### src/rtl/wb_arb_pkg.sv
// wb_arb_pkg: shared types for the register-file write-port arbiter.
// Holds default widths, source codes, FSM states and the pending-entry shape.
package wb_arb_pkg;

  localparam int DATA_W_D = 32;
  localparam int REG_AW_D = 5;

  localparam logic SRC_PIPE = 1'b0;
  localparam logic SRC_MDU  = 1'b1;

  typedef enum logic {
    NORMAL = 1'b0,
    FORCE  = 1'b1
  } arb_state_t;

  typedef struct packed {
    logic                valid;
    logic [REG_AW_D-1:0] rd;
    logic [DATA_W_D-1:0] data;
  } pend_t;

endpackage

### src/rtl/wb_port_arbiter_if.sv
// wb_port_arbiter_if: W-stage, MDU, decode and register-file write signals.
// master drives W/MDU/decode inputs; slave is the arbiter.
interface wb_port_arbiter_if #(
  parameter int DATA_W = 32,
  parameter int REG_AW = 5
);

  logic              i_reg_write_W;
  logic [REG_AW-1:0] i_write_reg_W;
  logic [DATA_W-1:0] i_write_data_W;
  logic              i_mdu_valid;
  logic [REG_AW-1:0] i_mdu_reg;
  logic [DATA_W-1:0] i_mdu_data;
  logic              o_mdu_ready;
  logic [REG_AW-1:0] i_rs_D;
  logic [REG_AW-1:0] i_rt_D;
  logic              o_hazard_D;
  logic              o_stall;
  logic              o_rf_we;
  logic [REG_AW-1:0] o_rf_addr;
  logic [DATA_W-1:0] o_rf_data;
  logic              o_src;

  modport slave (
    input  i_reg_write_W, i_write_reg_W, i_write_data_W,
    input  i_mdu_valid, i_mdu_reg, i_mdu_data,
    input  i_rs_D, i_rt_D,
    output o_mdu_ready, o_hazard_D, o_stall,
    output o_rf_we, o_rf_addr, o_rf_data, o_src
  );

  modport master (
    output i_reg_write_W, i_write_reg_W, i_write_data_W,
    output i_mdu_valid, i_mdu_reg, i_mdu_data,
    output i_rs_D, i_rt_D,
    input  o_mdu_ready, o_hazard_D, o_stall,
    input  o_rf_we, o_rf_addr, o_rf_data, o_src
  );

endinterface

### src/rtl/wb_pend_fifo.sv
// wb_pend_fifo: pending MDU results with invalidate-by-address and match.
// Ports: push/pop, head entry, full/empty, inv_en/inv_reg, rs/rt -> match.
module wb_pend_fifo
  import wb_arb_pkg::*;
#(
  parameter int DATA_W = DATA_W_D,
  parameter int REG_AW = REG_AW_D,
  parameter int DEPTH  = 2
) (
  input  logic              clk,
  input  logic              rst,
  input  logic              push,
  input  logic [REG_AW-1:0] push_reg,
  input  logic [DATA_W-1:0] push_data,
  input  logic              pop,
  input  logic              inv_en,
  input  logic [REG_AW-1:0] inv_reg,
  input  logic [REG_AW-1:0] rs,
  input  logic [REG_AW-1:0] rt,
  output logic              full,
  output logic              empty,
  output logic              head_valid,
  output logic [REG_AW-1:0] head_reg,
  output logic [DATA_W-1:0] head_data,
  output logic              match
);

  localparam int PW = $clog2(DEPTH);

  typedef struct packed {
    logic              valid;
    logic [REG_AW-1:0] rd;
    logic [DATA_W-1:0] data;
  } entry_t;

  entry_t        mem [DEPTH];
  logic [PW:0]   wr_ptr;
  logic [PW:0]   rd_ptr;
  logic [PW-1:0] wr_idx;
  logic [PW-1:0] rd_idx;

  assign wr_idx = wr_ptr[PW-1:0];
  assign rd_idx = rd_ptr[PW-1:0];

  assign empty = (wr_ptr == rd_ptr);
  assign full  = (wr_ptr[PW] != rd_ptr[PW])
              && (wr_idx == rd_idx);

  assign head_valid = mem[rd_idx].valid;
  assign head_reg   = mem[rd_idx].rd;
  assign head_data  = mem[rd_idx].data;

  always_ff @(posedge clk or posedge rst) begin
    if (rst) begin
      wr_ptr <= '0;
      rd_ptr <= '0;
      for (int i = 0; i < DEPTH; i++) begin
        mem[i] <= '0;
      end
    end else begin
      // A younger pipeline write kills older buffered results;
      // the slot stays occupied until popped.
      for (int i = 0; i < DEPTH; i++) begin
        if (inv_en && mem[i].valid
            && mem[i].rd == inv_reg) begin
          mem[i].valid <= 1'b0;
        end
      end
      if (pop) begin
        mem[rd_idx].valid <= 1'b0;
        rd_ptr <= rd_ptr + 1'b1;
      end
      // Same-cycle push is newer than the W write: keep it valid.
      if (push) begin
        mem[wr_idx] <= '{1'b1, push_reg, push_data};
        wr_ptr <= wr_ptr + 1'b1;
      end
    end
  end

  always_comb begin
    match = 1'b0;
    for (int i = 0; i < DEPTH; i++) begin
      if (mem[i].valid && mem[i].rd != '0
          && (mem[i].rd == rs || mem[i].rd == rt)) begin
        match = 1'b1;
      end
    end
  end

endmodule

### src/rtl/wb_port_arbiter.sv
// wb_port_arbiter: shares the RF write port between W stage and MDU.
// Ports: i_clk, i_reset, bus (slave). Optional macro: WB_ARB_BYPASS_EN.
module wb_port_arbiter
  import wb_arb_pkg::*;
#(
  parameter int DATA_W     = DATA_W_D,
  parameter int REG_AW     = REG_AW_D,
  parameter int DEPTH      = 2,
  parameter int STARVE_MAX = 4
) (
  input logic               i_clk,
  input logic               i_reset,
  wb_port_arbiter_if.slave  bus
);

  localparam int CW = $clog2(STARVE_MAX + 1);

  arb_state_t        state, state_n;
  logic [CW-1:0]     cnt, cnt_n;
  logic              full, empty;
  logic              head_valid;
  logic [REG_AW-1:0] head_reg;
  logic [DATA_W-1:0] head_data;
  logic              match;
  logic              push, pop, byp;
  logic              pipe_gnt, mdu_gnt, stall;
  logic [REG_AW-1:0] g_addr;
  logic [DATA_W-1:0] g_data;

  wb_pend_fifo #(
    .DATA_W (DATA_W),
    .REG_AW (REG_AW),
    .DEPTH  (DEPTH)
  ) u_fifo (
    .clk        (i_clk),
    .rst        (i_reset),
    .push       (push),
    .push_reg   (bus.i_mdu_reg),
    .push_data  (bus.i_mdu_data),
    .pop        (pop),
    .inv_en     (pipe_gnt),
    .inv_reg    (bus.i_write_reg_W),
    .rs         (bus.i_rs_D),
    .rt         (bus.i_rt_D),
    .full       (full),
    .empty      (empty),
    .head_valid (head_valid),
    .head_reg   (head_reg),
    .head_data  (head_data),
    .match      (match)
  );

  always_ff @(posedge i_clk or posedge i_reset) begin
    if (i_reset) begin
      state <= NORMAL;
      cnt   <= '0;
    end else begin
      state <= state_n;
      cnt   <= cnt_n;
    end
  end

  always_comb begin
    pipe_gnt = 1'b0;
    mdu_gnt  = 1'b0;
    pop      = 1'b0;
    byp      = 1'b0;
    stall    = 1'b0;
    g_addr   = '0;
    g_data   = '0;
    state_n  = state;
    cnt_n    = cnt;
    if (!i_reset) begin
      unique case (state)
        NORMAL: begin
          if (bus.i_reg_write_W) begin
            pipe_gnt = 1'b1;
            g_addr   = bus.i_write_reg_W;
            g_data   = bus.i_write_data_W;
          end else if (!empty) begin
            pop     = 1'b1;
            mdu_gnt = head_valid;
          end
`ifdef WB_ARB_BYPASS_EN
          else if (bus.i_mdu_valid
                   && bus.i_mdu_reg != '0) begin
            byp     = 1'b1;
            mdu_gnt = 1'b1;
            g_addr  = bus.i_mdu_reg;
            g_data  = bus.i_mdu_data;
          end
`endif
        end
        FORCE: begin
          stall   = 1'b1;
          pop     = !empty;
          mdu_gnt = !empty && head_valid;
        end
      endcase
      // Killed entries popped here leave g_addr/g_data at 0.
      if (pop && head_valid) begin
        g_addr = head_reg;
        g_data = head_data;
      end
      if (state == FORCE) begin
        state_n = NORMAL;
        cnt_n   = '0;
      end else begin
        if (empty || mdu_gnt) begin
          cnt_n = '0;
        end else if (pipe_gnt) begin
          cnt_n = cnt + 1'b1;
        end
        if (cnt_n == CW'(STARVE_MAX)) begin
          state_n = FORCE;
        end
      end
    end
  end

  // reg 0 results are accepted and dropped.
  assign push = !i_reset && bus.i_mdu_valid && !full
             && bus.i_mdu_reg != '0 && !byp;

  assign bus.o_mdu_ready = !full;
  assign bus.o_hazard_D  = match && !i_reset;
  assign bus.o_stall     = stall;
  assign bus.o_rf_we     = (pipe_gnt || mdu_gnt)
                        && g_addr != '0;
  assign bus.o_rf_addr   = g_addr;
  assign bus.o_rf_data   = g_data;
  assign bus.o_src       = mdu_gnt ? SRC_MDU : SRC_PIPE;

endmodule

### src/flat_wrapper.sv
// flat-port wrapper written by rule: the top's interface ports become plain ports
module wb_port_arbiter_flat import wb_arb_pkg::*;
#(
  parameter int DATA_W     = DATA_W_D,
  parameter int REG_AW     = REG_AW_D,
  parameter int DEPTH      = 2,
  parameter int STARVE_MAX = 4
)
  (i_clk, i_reset, bus_i_reg_write_W, bus_i_write_reg_W, bus_i_write_data_W, bus_i_mdu_valid, bus_i_mdu_reg, bus_i_mdu_data, bus_i_rs_D, bus_i_rt_D, bus_o_mdu_ready, bus_o_hazard_D, bus_o_stall, bus_o_rf_we, bus_o_rf_addr, bus_o_rf_data, bus_o_src);
  wb_port_arbiter_if #(.DATA_W(DATA_W), .REG_AW(REG_AW)) bus_i ();
  input logic i_clk;
  input logic i_reset;
  input wire logic [$bits(bus_i.i_reg_write_W)-1:0] bus_i_reg_write_W;
  input wire logic [$bits(bus_i.i_write_reg_W)-1:0] bus_i_write_reg_W;
  input wire logic [$bits(bus_i.i_write_data_W)-1:0] bus_i_write_data_W;
  input wire logic [$bits(bus_i.i_mdu_valid)-1:0] bus_i_mdu_valid;
  input wire logic [$bits(bus_i.i_mdu_reg)-1:0] bus_i_mdu_reg;
  input wire logic [$bits(bus_i.i_mdu_data)-1:0] bus_i_mdu_data;
  input wire logic [$bits(bus_i.i_rs_D)-1:0] bus_i_rs_D;
  input wire logic [$bits(bus_i.i_rt_D)-1:0] bus_i_rt_D;
  output wire logic [$bits(bus_i.o_mdu_ready)-1:0] bus_o_mdu_ready;
  output wire logic [$bits(bus_i.o_hazard_D)-1:0] bus_o_hazard_D;
  output wire logic [$bits(bus_i.o_stall)-1:0] bus_o_stall;
  output wire logic [$bits(bus_i.o_rf_we)-1:0] bus_o_rf_we;
  output wire logic [$bits(bus_i.o_rf_addr)-1:0] bus_o_rf_addr;
  output wire logic [$bits(bus_i.o_rf_data)-1:0] bus_o_rf_data;
  output wire logic [$bits(bus_i.o_src)-1:0] bus_o_src;
  assign bus_i.i_reg_write_W = bus_i_reg_write_W;
  assign bus_i.i_write_reg_W = bus_i_write_reg_W;
  assign bus_i.i_write_data_W = bus_i_write_data_W;
  assign bus_i.i_mdu_valid = bus_i_mdu_valid;
  assign bus_i.i_mdu_reg = bus_i_mdu_reg;
  assign bus_i.i_mdu_data = bus_i_mdu_data;
  assign bus_i.i_rs_D = bus_i_rs_D;
  assign bus_i.i_rt_D = bus_i_rt_D;
  assign bus_o_mdu_ready = bus_i.o_mdu_ready;
  assign bus_o_hazard_D = bus_i.o_hazard_D;
  assign bus_o_stall = bus_i.o_stall;
  assign bus_o_rf_we = bus_i.o_rf_we;
  assign bus_o_rf_addr = bus_i.o_rf_addr;
  assign bus_o_rf_data = bus_i.o_rf_data;
  assign bus_o_src = bus_i.o_src;
  wb_port_arbiter #(.DATA_W(DATA_W), .REG_AW(REG_AW), .DEPTH(DEPTH), .STARVE_MAX(STARVE_MAX)) u_core (.i_clk(i_clk), .i_reset(i_reset), .bus(bus_i));
endmodule
### config.mk
export PLATFORM = sky130hd
export DESIGN_NAME = wb_port_arbiter_flat
export DESIGN_NICKNAME = d
export VERILOG_FILES = /design/src/rtl/wb_arb_pkg.sv /design/src/rtl/wb_port_arbiter_if.sv /design/src/rtl/wb_pend_fifo.sv /design/src/rtl/wb_port_arbiter.sv /design/src/flat_wrapper.sv
export SDC_FILE = /design/constraint.sdc
export NUM_CORES = 1
export LEC_CHECK = 0
export BUFFER_PORTS_ARGS = -buffer_cell sky130_fd_sc_hd__buf_2
export CAP_MARGIN = 25
export CORE_ASPECT_RATIO = 1.5
export CORE_MARGIN = 4
export CORE_UTILIZATION = 57
export DETAILED_ROUTE_END_ITERATION = 7
export PLACE_DENSITY_LB_ADDON = 0.1
export RECOVER_POWER = 100
export SLEW_MARGIN = 20
export SYNTH_ARGS = -nofsm -noshare
export SYNTH_HDL_FRONTEND = slang
export SYNTH_SLANG_ARGS = --single-unit
### constraint.sdc
create_clock -name i_clk -period 9.9 [get_ports i_clk]
set_input_delay 1.98 -clock i_clk [delete_from_list [all_inputs] [get_ports i_clk]]
set_output_delay 1.98 -clock i_clk [all_outputs]
set_load 0.03 [all_outputs]
---- Word level (Yosys, flattened, before mapping) ----
Cells that the tools add are included.
operators by class
  add/sub/neg operators ................... 3
  magnitude comparators ................... 4
  equal/unequal tests ..................... 10
  multiplexer cells ....................... 47
  bitwise operators ....................... 3
  reduce and logical (&&, ||, !) cells .... 29
operator list
  kind                                                                   number
  38-bit 2-to-1 mux                                                      5
  76-bit bitwise mux                                                     2
  76-bit 2-to-1 mux                                                      2
  32-bit 2-to-1 mux                                                      4
  38-bit demux with 1-bit select                                         2
  5-bit equality test                                                    6
  1-bit 2-to-1 mux                                                       21
  5-bit 2-to-1 mux                                                       4
  5-bit nonzero test                                                     4
  1-bit logical AND                                                      18
  3-bit 2-to-1 mux                                                       5
  2-bit by 1-bit adder with 2-bit output (second input constant)         2
  2-bit greater-or-equal comparator (second input constant)              2
  1-bit logical OR                                                       4
  2-bit by 1-bit < comparator with 1-bit output (second input constant)  2
  1-bit inverter with 2-bit output                                       2
  1-bit case mux with 2 select lines                                     2
  3-bit by 1-bit adder with 3-bit output (second input constant)         1
  3-bit equality test (second input constant)                            1
  1-bit logical NOT                                                      3
  2-bit equality test                                                    1
  1-bit equality test                                                    1
  1-bit inequality test                                                  1
  1-bit inverter                                                         1
storage, ports and cells
  register bits after elaboration ......... 84
  bits of input ports ..................... 88
  output and inout port bits .............. 42
  word-level logic and storage cells ...... 106

---- Depth between registers and ports, before layout ----
  depth in word-level cells ............... 15
  gate-level depth with buffers ........... 7
  depth with buffers taken out ............ 5

---- Cells and area by module ----
Synthesis repeated with hierarchy kept, for this count alone.
unflattened totals
  cells, all modules ...................... 368
  area, all modules ....................... 4650.7 sq um
by module, submodules not included
  module           instances  cells an instance  area each (sq um)  sequential area each (sq um)
  wb_pend_fifo     1          281                3918.8             2001.9
  wb_port_arbiter  1          87                 732.0              100.1

---- Worst setup path after synthesis ----
OpenSTA, ideal clock, no wires.
  path type ............................... input to output
  start ................................... input i_reset
  end ..................................... output bus_o_hazard_D
  arrival ................................. 4802 ps
  slack ................................... 3118 ps
  stages on the path ...................... 3
  path through ............................ inv_1 > o311ai_0 > o22ai_1
between the ends
  longest elaborated chain between the ends .. 2
ends and longest elaborated chain
  what                         line                    RTL
  start: declaration           flat_wrapper.sv:12      input logic i_reset;
  1-bit logical NOT (no line)  -
  1-bit logical AND            wb_port_arbiter.sv:126  assign bus.o_hazard_D = match && !i_reset;
  end: declaration             flat_wrapper.sv:22      output wire logic [$bits(bus_i.o_hazard_D)-1:0] bus_o_hazard_D;
Every way passes these cells.

---- Worst setup path after layout ----
  start ................................... input bus_i_reg_write_W
  end ..................................... output bus_o_rf_data[8]
between the ends
  longest elaborated chain between the ends .. 6
  elaborated cells between the ends (all ways) .. 8
  those cells by class .................... mux: 7; reduce/logical: 1
ends and longest elaborated chain
  what                                line                    RTL
  start: declaration                  flat_wrapper.sv:13      input wire logic [$bits(bus_i.i_reg_write_W)-1:0] bus_i_reg_write_W;
  1-bit 2-to-1 mux                    wb_port_arbiter.sv:76   if (bus.i_reg_write_W) begin
  1-bit case mux with 2 select lines  wb_port_arbiter.sv:74   unique case (state)
  1-bit 2-to-1 mux                    wb_port_arbiter.sv:73   if (!i_reset) begin
  1-bit logical AND                   wb_port_arbiter.sv:101  if (pop && head_valid) begin
  32-bit 2-to-1 mux (*)               wb_port_arbiter.sv:101
  32-bit 2-to-1 mux (*)               wb_port_arbiter.sv:73
  end: declaration                    flat_wrapper.sv:26      output wire logic [$bits(bus_i.o_rf_data)-1:0] bus_o_rf_data;
Every way passes the cells marked *; elsewhere a longest branch is shown, timed or not. The select of a mux whose other input is x is not followed.

==> results.ini <==
[worst_setup_path]
reg2reg_slack_ns = 5.03
cp_slowest_cell = a211oi_1
arrival_ns = 5.37
crit_chain = buf_2 -> nor2b_2 -> clkbuf_1 -> a211oi_1 -> clkbuf_1 -> a22oi_1 -> nor2_1 -> clkbuf_1
rr_startpoint = u_core.u_fifo.rd_ptr[0]$_DFFE_PP0N_
crit_path_start_kind = input pin
crit_path_end_kind = output pin
path_max_fanout = 32
critPathTopFamily = buffers and inverters
r2r-end = u_core.u_fifo.mem[23]$_DFFE_PP0P_
cpMostUsedCell = clkbuf_1
crit_buf_inv = 4
reg2reg_depth = 6
setup.worst_path.class = input pin to output pin
max_stage_delay_ns = 1.36
crit_required_ns = 7.92

[sta]
fin_crit_sh_pct = 74.2
skew_ns = 0.00310
setup_viol = 0
grt_setup_unrepaired = no
setup_tns_ns = 0
slew_headroom_pct = -20.8
hold_viol = 0
max_freq_mhz = 136
worstMarginPinSlew_ns = 1.81
drv_slew = 73
fin_crit_ns = 7.35

[logic_synthesis]
synth_nets = 494
synth_compound_area_share_pct = 8.38
yosys_warnings = 0
muxShareOfSynthArea_pct = 27.1
ys.flop_type = dfrtp_1
synth_fa_ha_area_share_pct = 0.269
synthDistinctLibCells = 39
yosys.area_share.xor_xnor_pct = 6.98
syn-cell-area_um2 = 4650
async_reset_ff_share_pct = 100
ys_seq_area_share_pct = 45.2
synth_top_family_by_area = multiplexers
synth_seq_cells = 84
synth-simple-area-share_pct = 7.73
netlist_instances = 405
syn_area_per_cell_um2 = 11.5
synth-edff-count = 0

[clocking]
clock_sinks = 84
cts.clk_slew.worst_paths_ns = 0.06
htreeDepth = 3
post_cts_buffers = 0
cts_tree = built
cts-root-buf = clkbuf_16
cts_buffers = 9
postCtsResizedCells = 0
clock_latency_ns = 0.33
clockBufferDepth = 2
ctsHoldBuffers = 0

[placement]
gp_congestion = 0.850
dp_hpwl_um = 7580
dpl-instance-area_um2 = 5320
portBuffers = 129

[power_and_ir_drop]
p_seq_share_pct = 38.2
p_comb_share_pct = 42.7
pwr-share-clk_pct = 19.1
vdd_ir_drop_max_uv = 187
p_per_area_nw_per_um2 = 312
cellLeakagePower_nw = 2.44
p_switching_w = 0.000635
internal_power_w = 0.00109
switching_share_pct = 36.8

[run_status]
status = finished, violations left
violations = max-capacitance violations, max-slew violations

[global_route]
met3_usage_pct = 5.18
grt_use_total_pct = 22.9
grt_pass1_wl_um = 17200
grt.busiest_layer = met2
grt_overflow_total = 0
grtUsageMet2_pct = 40.4
grt_max_degree = 83
grt_pass1_vias = 3650
antenna_found_initial = 0
grt_use_met1_pct = 26.4

[route]
first_pass_iters = 4
drt_iter0_drc = 181
vias_per_cell = 5.52
wl_per_cell_um = 16.8
vias = 3470
drc_errors = 0
antenna_left = 0
finalWirelength_um = 10600

[die]
num_rows = 40
die_y_um = 119
io_pins = 130
die_w_um = 81.7
start_util_pct = 58.4
core_um2 = 7960
dieArea_um2 = 9690

[finish]
final_cell_mix = 90 x buf_2, 85 x mux2_2, 84 x dfrtp_1, 46 x clkbuf_1, 30 x nor2_1
drive_above_1_share_pct = 37.6
layout_commonest_cell = buf_2
stdcell_area_um2 = 5520
antenna_cells = 0
post-route-util_pct = 69.4
area_growth_syn_to_layout_pct = 18.8
nets = 608
fill_cells = 647

[hold_path]
worstHoldStart = u_core.u_fifo.mem[9]$_DFFE_PP0P_
min_path_cells = 1
min_to = u_core.u_fifo.mem[9]$_DFFE_PP0P_
hold_path.class = flip-flop to flip-flop

[run]
max_cap_viol_count = 3

-- registers in the layout, indices dropped and copies added, names as in the netlist --
name                  count
u_core.cnt                3
u_core.u_fifo.rd_ptr      2
u_core.u_fifo.mem        76
u_core.state              1
u_core.u_fifo.wr_ptr      2
-- cells by family after synthesis --
family / after synthesis
compound gates: 56
xor+xnor: 37
fa+ha+maj: 1
buf+inv: 39
flops: 84
mux: 114
simple gates: 74
-- worst register-to-register path, cell delays in order, from the launching register on --
cell and delay [ns]:
dfrtp_1 0.92, xnor2_1 0.35, and2b_4 0.28, nor4b_1 1.05
clkbuf_1 0.57, clkbuf_1 1.12, mux2_2 0.46
-- synth_stat cells (6+ instances only) --
library cell	number	area, um2
a22oi_1	24	180
clkbuf_1	17	63.8
dfrtp_1	84	2100
inv_1	6	22.5
mux2_1	10	113
mux2_2	86	968
mux2i_1	18	180
nand2_1	23	86.3
nor2_1	30	113
o21ai_0	14	70.1
xnor2_1	9	78.8
xor2_1	28	245
-- layout make-up --
cell class                 instances  area (um2)  area share [%]
inverter                           6        23.8           0.431
timing repair buffer             136         634            11.5
multi-input combinational        282        2330            42.3
clock inverter                     4        48.8           0.884
tap                              105         131            2.38
clock buffer                      12         246            4.47
sequential                        84        2100            38.1
-- power groups by stage --
stage,sequential (W),combinational [W],clock [W]
final,0.000659,0.000736,0.000329
after global routing,0.000682,0.000809,0.000351
after CTS,0.000662,0.000767,0.000335
after detailed placement,0.000666,0.000761,0
after global placement,0.000654,0.000745,0
after floorplan,0.000579,0.000667,0
-- metrics by stage --
step	setup slack, ns	instances	hold WS [ns]	power [W]
global placement	4.07	611	0.463	0.00140
detailed placement	4.04	612	0.475	0.00143
floorplan	3.12	405	0.452	0.00125
global route	2.12	629	0.498	0.00184
finish	2.55	629	0.483	0.00172
CTS	3.99	628	0.488	0.00176
-- metal layers --
layer	routed length, um	part of all wire (%)
met5	0	0
met3	720	6.8
met1	4120	39
met2	5560	53
met4	165	1.6
-- worst max-delay path by stage --
| stage | startpoint | cells after the start | end |
|---|---|---|---|
| 2_1_floorplan | i_reset | 3 | bus_o_hazard_D |
| 3_3_place_gp | bus_i_reg_write_W | 7 | bus_o_rf_data[4] |
| 3_5_place_dp | bus_i_reg_write_W | 7 | bus_o_rf_data[22] |
| 4_1_cts | bus_i_reg_write_W | 7 | bus_o_rf_data[8] |
| 5_1_grt | bus_i_reg_write_W | 8 | bus_o_rf_data[8] |
| 6_report | bus_i_reg_write_W | 8 | bus_o_rf_data[8] |
Note: power is estimated with default switching activity, not from simulation.
